==> src/rtl/sa_pkg.sv <==
// Shared constants and state encoding for the systolic-array data-setup stage.
package sa_pkg;
  localparam int SA_ROWS = 8;
  localparam int SA_DW   = 8;

  typedef enum logic [1:0] {DS_IDLE, DS_STREAM, DS_DRAIN} ds_state_t;
endpackage

==> src/rtl/sa_skew_line.sv <==
// Fixed-length register delay line carrying a {valid,data} pair; output is the last stage.
module sa_skew_line #(
  parameter int DEPTH = 1,
  parameter int DW    = 8
) (
  input  logic          clk,
  input  logic          rst,
  input  logic          src_valid,
  input  logic [DW-1:0] src_data,
  output logic          tap_valid,
  output logic [DW-1:0] tap_data
);
  logic [DW:0] stage_reg [DEPTH];

  always_ff @(posedge clk) begin
    if (rst) begin
      for (int i = 0; i < DEPTH; i++) stage_reg[i] <= '0;
    end else begin
      stage_reg[0] <= {src_valid, src_data};
      for (int i = 1; i < DEPTH; i++) stage_reg[i] <= stage_reg[i-1];
    end
  end

  assign {tap_valid, tap_data} = stage_reg[DEPTH-1];
endmodule

==> src/rtl/sa_data_setup.sv <==
// Data-setup stage feeding the systolic array: diagonal skew of each accepted
// vector plus the stream/drain handshake with the SA controller.
module sa_data_setup
  import sa_pkg::*;
#(
  parameter int ROWS = SA_ROWS,
  parameter int DW   = SA_DW
) (
  input  logic                 clk,
  input  logic                 rst,
  input  logic                 data_enable,
  input  logic                 in_valid,
  output logic                 in_ready,
  input  logic [ROWS*DW-1:0]   in_data,
  input  logic                 in_last,
  output logic [ROWS*DW-1:0]   sa_data,
  output logic [ROWS-1:0]      sa_valid,
  output logic                 d_valid,
  output logic                 data_last
);
  localparam int CW = $clog2(ROWS) + 1;

  ds_state_t     state_reg, state_next;
  logic [CW-1:0] drain_cnt_reg, drain_cnt_next;
  logic          accept;

  assign accept  = in_valid && in_ready;
  assign d_valid = |sa_valid;

  always_ff @(posedge clk) begin
    if (rst) begin
      state_reg     <= DS_IDLE;
      drain_cnt_reg <= '0;
    end else begin
      state_reg     <= state_next;
      drain_cnt_reg <= drain_cnt_next;
    end
  end

  always_comb begin
    state_next     = state_reg;
    drain_cnt_next = drain_cnt_reg;
    in_ready       = 1'b0;
    data_last      = 1'b0;
    case (state_reg)
      DS_IDLE: begin
        if (data_enable) state_next = DS_STREAM;
      end
      DS_STREAM: begin
        in_ready = data_enable;
        if (data_enable && in_valid && in_last) begin
          state_next     = DS_DRAIN;
          drain_cnt_next = CW'(ROWS - 1);
        end else if (!data_enable && (sa_valid == '0)) begin
          // Any vector still in the skew shows on at least one row, so an
          // all-clear sa_valid means nothing is in flight.
          state_next = DS_IDLE;
        end
      end
      DS_DRAIN: begin
        if (drain_cnt_reg == '0) begin
          data_last  = 1'b1;
          state_next = DS_IDLE;
        end else begin
          drain_cnt_next = drain_cnt_reg - CW'(1);
        end
      end
      default: state_next = DS_IDLE;
    endcase
  end

  // Row gi is delayed gi+1 register stages; non-accept cycles inject zero bubbles.
  for (genvar gi = 0; gi < ROWS; gi++) begin : g_row
    sa_skew_line #(
      .DEPTH(gi + 1),
      .DW   (DW)
    ) u_line (
      .clk      (clk),
      .rst      (rst),
      .src_valid(accept),
      .src_data (accept ? in_data[gi*DW +: DW] : '0),
      .tap_valid(sa_valid[gi]),
      .tap_data (sa_data[gi*DW +: DW])
    );
  end
endmodule

==> config.mk <==
export PLATFORM = sky130hd
export DESIGN_NAME = sa_data_setup
export DESIGN_NICKNAME = d
export VERILOG_FILES = /design/src/rtl/sa_pkg.sv /design/src/rtl/sa_skew_line.sv /design/src/rtl/sa_data_setup.sv
export SDC_FILE = /design/constraint.sdc
export NUM_CORES = 1
export LEC_CHECK = 0
export BUFFER_PORTS_ARGS = -buffer_cell sky130_fd_sc_hd__buf_2
export CAP_MARGIN = 5
export CORE_ASPECT_RATIO = 1.4
export CORE_UTILIZATION = 45
export DETAILED_ROUTE_END_ITERATION = 10
export HOLD_SLACK_MARGIN = 0.03
export PLACE_DENSITY = 0.65
export RECOVER_POWER = 25
export SYNTH_ARGS = -nofsm -noshare
export SYNTH_HDL_FRONTEND = slang
export SYNTH_HIERARCHICAL = 1
export SYNTH_SLANG_ARGS = --single-unit
export TNS_END_PERCENT = 5
==> constraint.sdc <==
create_clock -name clk -period 1.75 [get_ports clk]
set_input_delay 0.35 -clock clk [delete_from_list [all_inputs] [get_ports clk]]
set_output_delay 0.35 -clock clk [all_outputs]
set_load 0.03 [all_outputs]
==> results of run 1 <==
Yosys cell counts (2+ instances only):
master	count	area, um2
dfxtp_1	330	6606
nor2b_1	305	1908
and2_1	64	400.4
buf_4	41	307.8
buf_2	16	80.08
and2b_2	13	113.9
buf_6	13	146.4
inv_1	8	30.03
and2b_1	7	52.55
clkbuf_1	6	22.52
a21oi_1	5	25.02
ha_1	5	62.56
a311oi_1	3	26.28
nor2_1	3	11.26
o21ai_0	3	15.01
and3_1	2	12.51
nand2_1	2	7.510
nand3_1	2	10.01
nor4_1	2	12.51
tightest hold or removal path: stages:
cell and delay, ps:
buf_2 120, nand3_1 60, a21oi_1 60
area by class of cell:
type / instances / area, um2 / area share
Sequential cell: 330 / 6616 / 0.5647
Inverter: 8 / 32.53 / 0.002777
Clock inverter: 7 / 116.4 / 0.009932
Antenna cell: 1 / 2.502 / 0.0002136
Tap cell: 297 / 371.6 / 0.03172
Clock buffer: 45 / 855.8 / 0.07305
Multi-Input combinational cell: 429 / 2833 / 0.2418
Timing Repair Buffer: 162 / 888.4 / 0.07582
worst max-delay path by stage:
stage	depth (start not counted)	startpoint	slack, ps	endpoint
2_1_floorplan	6	state_reg[0]	190	drain_cnt_reg[0]
3_3_place_gp	6	drain_cnt_reg[0]	250	state_reg[0]
3_5_place_dp	6	state_reg[0]	170	drain_cnt_reg[0]
4_1_cts	4	g_row[6].u_line/stage_reg[0][62]	-150	d_valid
5_1_grt	4	g_row[2].u_line/stage_reg[0][26]	-160	d_valid
6_report	4	drain_cnt_reg[1]	-100	data_last
power by group through the flow:
stage / Combinational (uW) / Sequential [uW] / Clock (uW)
after CTS: 515 / 7600 / 6580
after floorplan: 321 / 7770 / 0
final: 513 / 7610 / 6350
after global routing: 572 / 7610 / 6870
after detailed placement: 482 / 7770 / 0
after global placement: 469 / 7770 / 0
layer usage:
layer	global-route usage	share of wire	vias to the layer above
li1	-	-	2752
met1	0.1239	0.42	2298
met2	0.1977	0.49	110
met3	0.03599	0.068	29
met4	0.05196	0.028	0
met5	0	0	-
cells by family after synthesis:
| group | count (synthesis) | synth area share |
|---|---|---|
| AOI/OAI and AO/OA | 16 | 0.01130 |
| adders and majority gates | 5 | 0.006280 |
| buffers and inverters | 84 | 0.05891 |
| DFF | 330 | 0.6632 |
| and+or+nand+nor | 408 | 0.2604 |
stage by stage:
| step | setup slack, ps | std cells |
|---|---|---|
| 6_report | -97.91 | 1279 |
| 5_1_grt | -163.1 | 1279 |
| 4_1_cts | -150.9 | 1276 |
| 3_5_place_dp | 167.2 | 1220 |
| 3_3_place_gp | 248.4 | 1220 |
| 2_1_floorplan | 189.4 | 843 |
repair_timing:
action | in CTS | in global routing
endpoints found under the setup margin | 3 | 5
gates resized for setup | 23 | 7
hold buffers | 0 | 0
pin swaps | 5 | 3
setup buffers | 4 | 2
==> run_results.csv, run 1 <==
group,metric,value,unit
setup_path,required,1400,ps
grt,grt_max_degree,82,
timing,maxSlewViolCount,0,
setup_path,r2r-end,"state_reg[0]",
pwr,power.density,1235,nW/um2
floorplanning,ios,144,
synth,synth_area,9962,um2
worst_hold_path,min_to,"state_reg[1]",
timing,rsz0062_at_grt,"yes",
synth,yosys_most_used_dff,"dfxtp_1",
setup_path,crit_family,"flip-flops",
pwr,clkPwrFrac,0.439,
finish,largest_reg_flops,324,
grt,grt.overflow.total,0,
floorplanning,rows,64,
worst_hold_path,min_from,"in_last",
pwr,p_total,14470,uW
setup_path,crit_arrival,1500,ps
cts,clkLatencyLatePin,540,ps
timing,finalSetupTns,-179.1,ps
timing,setup_viol,3,
drt,ant_nets,0,
timing,fin_crit_sh,1.056,
cts,cts-buffers-inserted,29,
timing,hold_ws,96.98,ps
setup_path,end_kind,"primary output",
timing,fin_ws,-97.91,ps
synth,synthCells,843,
drt,first_pass_iters,4,
synth,ys_seq_area_frac,0.6631,
pwr,combPwrFrac,0.035,
synth,synth.distinct_cells,32,
run_status,status,"finished with violations",
worst_hold_path,hold-path-cell-count,3,
pwr,ir_drop,804.6,uV
cts,h-tree-depth,1,
setup_path,r2r-start,"drain_cnt_reg[1]",
setup_path,startpoint_type,"flop",
timing,worst_slew_pin_slew,840.0,ps
cts,path_clk_slew,70,ps
finish,fin_area,11720,um2
place,hpwl,7728,um
timing,max_slew_margin,0.4400,
run_status,failed_checks,"setup timing",
floorplanning,die-area,22750,um2
pwr,internal-power,11610,uW
setup_path,r2r_slack,10,ps
place,routabilityCongestion,0.7419,
grt,first_global_vias,4398,
cts,root_buffer,"clkbuf_16",
pwr,switching_share,0.1979,
finish,n_fill_cell,1924,
finish,final_cell_mix,"dfxtp_1 (324), nor2b_1 (305), buf_2 (140)",
floorplanning,dieWidth,127.8,um
timing,timing.fmax,541.2,MHz
setup_path,criticalPathCategory,"reg2out",
worst_hold_path,hold_class,"in2reg",
setup_path,cp_slowest_cell,"dfxtp_2",
drt,vias,5189,
floorplanning,initial_core_util,0.4574,
finish,area.growth.synth_to_final,17.61,%
synth,ys_ff_latch,330,
grt,grt.total_usage,0.1130,
drt,totalWireLength,13210,um
synth,syn-num-nets,917,
floorplanning,dieHeight,178.0,um
timing,fin_crit,1848,ps
pwr,power_frac_seq,0.526,
setup_path,rr_worst_depth,8,
drt,vias_per_cell,4.057,
finish,final_common_cell,"dfxtp_1",
grt,antenna_found_initial,1,
drt,wl_per_cell,10.33,um
finish,drive_gt1_frac,0.2436,
setup_path,crit_chain,"inv_1 > ha_2 > and4bb_2 > buf_6",
setup_path,crit_buf_inv,2,
synth,ys_warn_count,6,
flow_run,maxCapViolations,0,
timing,finClkSkew,16.34,ps
synth,synthArstFlopShare,0,
pwr,p_switching,2864,uW
place,place_area,10650,um2
cts,cts_tree,"done",
pwr,p_leak,0.005069,uW
timing,finalHoldViolations,0,
setup_path,cp_max_fo,2,
finish,fin_util,0.5379,
place,place.port_buffers,143,
synth,syn_avg_cell_area,11.82,um2
synth,synth_edf_count,0,
floorplanning,core,21780,um2
cts,clk_path_buf_depth,3,
drt,drc,0,
finish,nNetsFinal,1034,
setup_path,worst_path_largest_cell_delay,320,ps
drt,drt_iter0_drc,261,
grt,grt_pass1_wl,20690,um
cts,clock-sinks,330,
(Power assumes the default switching activity.)
==> run 2: changes to the inputs <==
--- a/config.mk
+++ b/config.mk
@@ -5,13 +5,13 @@
 export SDC_FILE = /design/constraint.sdc
 export NUM_CORES = 1
 export LEC_CHECK = 0
+export ABC_AREA = 1
 export BUFFER_PORTS_ARGS = -buffer_cell sky130_fd_sc_hd__buf_2
 export CAP_MARGIN = 5
 export CORE_ASPECT_RATIO = 1.4
 export CORE_UTILIZATION = 45
 export DETAILED_ROUTE_END_ITERATION = 10
 export HOLD_SLACK_MARGIN = 0.03
-export PLACE_DENSITY = 0.65
 export RECOVER_POWER = 25
 export SYNTH_ARGS = -nofsm -noshare
 export SYNTH_HDL_FRONTEND = slang
==> run 2 against run 1 <==
Net effect: the run still ends with setup timing left; final area grew 8.9%; combinational power grew to 3.0 times the previous value; synthesized cell count grew 49%; area after synthesis grew 12%; largest cell class unchanged.
==> run_results.csv, run 2 <==
group,metric,value,unit
run_status,status,"finished with violations",
run_status,failed_checks,"setup timing",
synth,synth.most_common_cell,"inv_1",
synth,synth_area,11170,um2
drt,first_pass_iters,4,
finish,final_cell_mix,"inv_1 (395), nor2_1 (333), dfxtp_1 (325)",
cts,h-tree-depth,1,
cts,cts_tree,"done",
drt,vias_per_cell,3.755,
setup_path,startpoint_type,"flop",
timing,worst_slew_pin_slew,1041,ps
synth,synth_commonest_cells,"inv_1 (402), nor2_1 (335), dfxtp_1 (330)",
setup_path,crit_arrival,1400,ps
drt,vias,6364,
cts,root_buffer,"clkbuf_16",
floorplanning,initial_core_util,0.4626,
cts,clkLatencyLatePin,540,ps
timing,maxSlewViolCount,0,
floorplanning,die-area,25460,um2
synth,yosysTopAreaCell,"dfxtp_1",
synth,ys_ff_latch,330,
setup_path,end_kind,"primary output",
place,place.port_buffers,143,
pwr,power.density,1252,nW/um2
finish,layout.area.seq,6618,um2
finish,n_fill_cell,2304,
synth,synthTopCellsByArea,"dfxtp_1 (59%), inv_1 (14%), nor2_1 (11%), nor2_4 (6.1%), buf_6 (3.5%)",
floorplanning,dieHeight,188.4,um
synth,synth.top_cell.area_share,0.5915,
synth,synth_top_family_by_area,"buffers and inverters",
floorplanning,rows,67,
cts,path_clk_slew,60,ps
timing,hold_ws,98.89,ps
cts,clock-sinks,330,
timing,finalSetupTns,-1.717,ps
timing,timing.fmax,570.9,MHz
synth,yosys.area_share.simple,0.1884,
synth,synthAdderAreaFrac,0.005601,
grt,first_global_vias,5786,
cts,clk_path_buf_depth,3,
finish,diodes,0,
cts,cts-buffers-inserted,30,
finish,nNetsFinal,1439,
flow_run,maxCapViolations,0,
drt,totalWireLength,14040,um
finish,drive_gt1_frac,0.2137,
drt,wl_per_cell,8.282,um
floorplanning,ios,144,
finish,largest_reg_flops,324,
timing,rsz0062_at_grt,"yes",
synth,yosys_most_used_dff,"dfxtp_1",
grt,grt.total_usage,0.1150,
setup_path,criticalPathCategory,"reg2out",
timing,finalHoldViolations,0,
setup_path,r2r_slack,320,ps
grt,grt_max_degree,66,
synth,synth-xor-area-share,0,
place,hpwl,8797,um
cts,cts_hold_buf,0,
setup_path,required,1400,ps
timing,fin_crit_sh,1.001,
grt,grt_pass1_wl,24400,um
synth,synthMuxAreaShare,0,
finish,area.growth.synth_to_final,14.25,%
timing,fin_crit,1752,ps
synth,synth_edf_count,0,
synth,synth_compound_area_frac,0.004257,
grt,antenna_found_initial,0,
floorplanning,core,24140,um2
drt,drc,0,
synth,synthArstFlopShare,0,
synth,syn_avg_cell_area,8.893,um2
timing,setup_viol,1,
grt,grt.overflow.total,0,
synth,ys_warn_count,6,
drt,drt_iter0_drc,261,
timing,fin_ws,-1.717,ps
setup_path,cp_max_fo,3,
pwr,ir_drop,756.0,uV
drt,ant_nets,0,
finish,final_common_cell,"inv_1",
synth,syn-num-nets,1330,
synth,synth.distinct_cells,21,
synth,ys_seq_area_frac,0.5915,
pwr,p_leak,0.005504,uW
synth,synthCells,1256,
worst_hold_path,hold_class,"in2reg",
timing,finClkSkew,9.444,ps
place,routabilityCongestion,0.7034,
floorplanning,dieWidth,135.2,um
finish,multiInputGateArea,2278,um2
timing,max_slew_margin,0.3062,
run 2: cell types whose count changed after synthesis, sizes merged, moves of 12 or more:
cell,previous run,this run
inv,8,404
nor2,3,399
nor2b,305,0
and2,65,0
and2b,20,0
nand2,2,18
buf,70,82
run 2: worst max-delay path: stages (launching register included):
cell	delay (ps)
dfxtp_4	370
inv_4	60
ha_4	140
nand4_4	100
inv_2	70
buf_6	120
run 2: final cells by class:
type / instances / share of cell area
clock buffers: 40 / 0.06814
clock inverters: 12 / 0.01324
inverters: 404 / 0.1196
multi-input cells: 440 / 0.1785
flip-flops and latches: 330 / 0.5186
well taps: 310 / 0.03040
repair buffers: 159 / 0.07148
run 2: cells by family (layout without fill, tap and decap cells):
family                   Yosys count  after routing
AO/OA/AOI/OAI                      8              8
adder cells (fa/ha/maj)            5              5
buffers and inverters            486            615
AND/OR/NAND/NOR                  427            427
flip-flops                       330            330
run 2: path summary, 6_finish.rpt:
| path | startpoint | to | cells after the start |
|---|---|---|---|
| worst min register to register | g_row[6].u_line/stage_reg[0][26] | g_row[6].u_line/stage_reg[0][35] | 2 |
| worst max-delay path | state_reg[0] | data_last | 5 |
| worst max register to register | state_reg[1] | g_row[5].u_line/stage_reg[0][5] | 9 |
| worst min-delay path | in_data[7] | g_row[0].u_line/stage_reg[0][7] | 5 |
run 2: through the flow:
stage                     total power [uW]    util  area (um2)  setup WS [ps]  std cells
after global placement                9220  0.4818       11630          285.1       1637
after detailed placement              9263  0.4818       11630          209.2       1637
after CTS                            16220  0.5307       12810         -26.50       1695
after global routing                 16680  0.5286       12760         -63.18       1695
final                                15970  0.5286       12760         -1.717       1695
after floorplan                       9071       -       11170          367.4       1256
run 2: repair_timing:
item	in CTS	in global routing
endpoints found under the setup margin	3	3
pin swaps	6	2
buffers inserted	6	0
hold endpoints to repair	0	0
gates resized for setup	33	1
run 2: power by group:
part	switching (uW)	leakage (uW)	total, uW	internal [uW]
combinational	933	0.00233	1520	588
sequential	90.0	0.00266	7790	7700
clock	2610	0.000509	6660	4050
total	3630	0.00550	16000	12300
run 2: per-layer routing:
layer  routed length, um  GRT usage
met4                 457    0.05315
met1                5939     0.1248
met5                   0          0
met3                1016    0.03471
met2                6625     0.2024
==> run 3: changes to the inputs <==
--- a/config.mk
+++ b/config.mk
@@ -8,10 +8,13 @@
 export ABC_AREA = 1
 export BUFFER_PORTS_ARGS = -buffer_cell sky130_fd_sc_hd__buf_2
 export CAP_MARGIN = 5
+export CELL_PAD_IN_SITES_DETAIL_PLACEMENT = 1
+export CELL_PAD_IN_SITES_GLOBAL_PLACEMENT = 1
 export CORE_ASPECT_RATIO = 1.4
-export CORE_UTILIZATION = 45
+export CORE_UTILIZATION = 43
 export DETAILED_ROUTE_END_ITERATION = 10
 export HOLD_SLACK_MARGIN = 0.03
+export PLACE_DENSITY_LB_ADDON = 0.1
 export RECOVER_POWER = 25
 export SYNTH_ARGS = -nofsm -noshare
 export SYNTH_HDL_FRONTEND = slang
==> run 3 against run 2 <==
Net effect: flip-flop and latch count is the same; final area is 0.76% higher; via count grew 9.2%; core utilization decreased by 2.4 points; the run ends with DRC, setup timing left; final cell count is 1.1% higher; maximum frequency shrank 0.97%; register-to-register slack lost 60 ps; critical path type unchanged; global-route usage rose by 1.9 points; critical endpoint unchanged.
==> run_results.csv, run 3 (synthesized netlist as in run 2, its figures left out) <==
group,metric,value,unit
timing,finClkSkew,16.74,ps
pwr,combPwrFrac,0.097,
finish,area.growth.synth_to_final,15.12,%
setup_path,cp.depth,5,
drt,drc,14,
cts,clock-sinks,330,
drt,first_pass_iters,7,
pwr,p_switching,3784,uW
floorplanning,core,25470,um2
setup_path,worst_path_largest_cell_delay,370,ps
cts,h-tree-depth,1,
drt,drt_iter0_drc,211,
flow_run,maxCapViolations,0,
timing,fin_crit_sh,1.011,
setup_path,crit_buf_inv,3,
setup_path,required,1400,ps
grt,first_global_vias,6591,
setup_path,crit_chain,"inv_4 > ha_4 > nand4_4 > inv_2 > buf_6",
pwr,clkPwrFrac,0.422,
grt,grt_max_degree,55,
pwr,internal-power,12420,uW
pwr,switching_share,0.2335,
drt,vias_per_cell,4.055,
pwr,p_leak,0.005557,uW
place,routabilityCongestion,0.7417,
timing,rsz0062_at_grt,"yes",
run_status,status,"finished with violations",
finish,nNetsFinal,1445,
floorplanning,dieWidth,138.2,um
timing,timing.fmax,565.4,MHz
setup_path,rr_worst_depth,8,
pwr,p_total,16210,uW
finish,final_cell_mix,"inv_1 (396), nor2_1 (334), dfxtp_1 (324)",
drt,wl_per_cell,10.24,um
finish,drive_gt1_frac,0.2181,
worst_hold_path,hold_class,"in2reg",
place,hpwl,11280,um
finish,largest_reg_flops,324,
floorplanning,rows,69,
cts,root_buffer,"clkbuf_16",
timing,worst_slew_pin_slew,1072,ps
pwr,power.density,1260,nW/um2
pwr,ir_drop,709.8,uV
setup_path,crit_family,"flip-flops",
timing,finalSetupTns,-21.01,ps
pwr,power_frac_seq,0.481,
timing,finalHoldViolations,0,
setup_path,cp_max_fo,3,
timing,setup_viol,2,
setup_path,startpoint_type,"flop",
setup_path,cp_slowest_cell,"dfxtp_4",
finish,final_common_cell,"inv_1",
cts,clkLatencyLatePin,540,ps
timing,maxSlewViolCount,0,
floorplanning,initial_core_util,0.4386,
timing,fin_crit,1769,ps
cts,path_clk_slew,70,ps
timing,fin_ws,-18.79,ps
floorplanning,die-area,26630,um2
grt,grt_pass1_wl,29440,um
floorplanning,dieHeight,192.7,um
setup_path,criticalPathCategory,"reg2out",
setup_path,crit_arrival,1420,ps
timing,max_slew_margin,0.2854,
grt,grt.total_usage,0.1338,
drt,ant_nets,0,
cts,cts-buffers-inserted,30,
cts,cts_hold_buf,0,
floorplanning,ios,144,
cts,clk_path_buf_depth,3,
cts,cts_tree,"done",
drt,totalWireLength,17550,um
grt,grt.overflow.total,0,
worst_hold_path,hold-path-cell-count,5,
drt,vias,6951,
place,place.port_buffers,143,
setup_path,end_kind,"primary output",
grt,antenna_found_initial,3,
run_status,failed_checks,"DRC, setup timing",
==> run 3: final cells by class <==
type,instances,area [um2]
clock buffers,40,879.6
clock inverters,15,187.7
fillers,2976,12610
diodes,1,2.502
repair buffers,165,955.9
flip-flops and latches,330,6619
multi-input cells,440,2291
inverters,404,1524
well taps,319,399.1
==> run 3: final timing paths <==
path,from,endpoint,slack [ps]
hold reg to reg,g_row[6].u_line/stage_reg[0][16],g_row[6].u_line/stage_reg[0][25],400
setup / recovery,state_reg[0],data_last,-20
hold / removal,in_data[55],g_row[6].u_line/stage_reg[0][7],90
setup reg to reg,state_reg[0],state_reg[0],260
==> run 3: stage by stage <==
step	cell area [um2]	setup slack (ps)	utilization	std cells	hold WS, ps
after detailed placement	11660	212.9	0.4577	1648	394.2
after global routing	12860	-91.66	0.5048	1713	87.20
after floorplan	11170	367.4	-	1256	388.3
after CTS	12860	-56.28	0.5049	1709	57.16
after global placement	11660	278.5	0.4577	1648	388.3
final	12860	-18.79	0.5049	1714	89.65
==> run 3: worst register-to-register path: cells and delay by family, from the launching register on <==
kind                       cells  cell delay (ps)
buffers and inverters          3              300
DFF                            1              390
adders and majority gates      1              200
AOI/OAI and AO/OA              1              260
and+or+nand+nor                3              240
==> run 3: what timing repair did <==
item | in CTS | in global routing
setup endpoints to repair | 3 | 3
gates resized for setup | 28 | 9
pin swaps | 7 | 6
setup buffers | 6 | 4
==> run 3: routing by layer <==
layer	wire (um)	part of all wire	vias up	global-route usage
met5	23	0.0013	-	0
met4	423	0.024	4	0.04581
met3	1233	0.070	33	0.04045
met2	8807	0.50	133	0.2455
met1	7066	0.40	3213	0.1465
li1	-	-	3568	-
==> run 3: power groups by stage <==
stage	Combinational (uW)	Clock (uW)	Sequential [uW]
after floorplan	1150	0	7920
after global placement	1350	0	7910
after detailed placement	1390	0	7920
after CTS	1570	7120	7790
after global routing	1750	7430	7800
final	1570	6840	7790
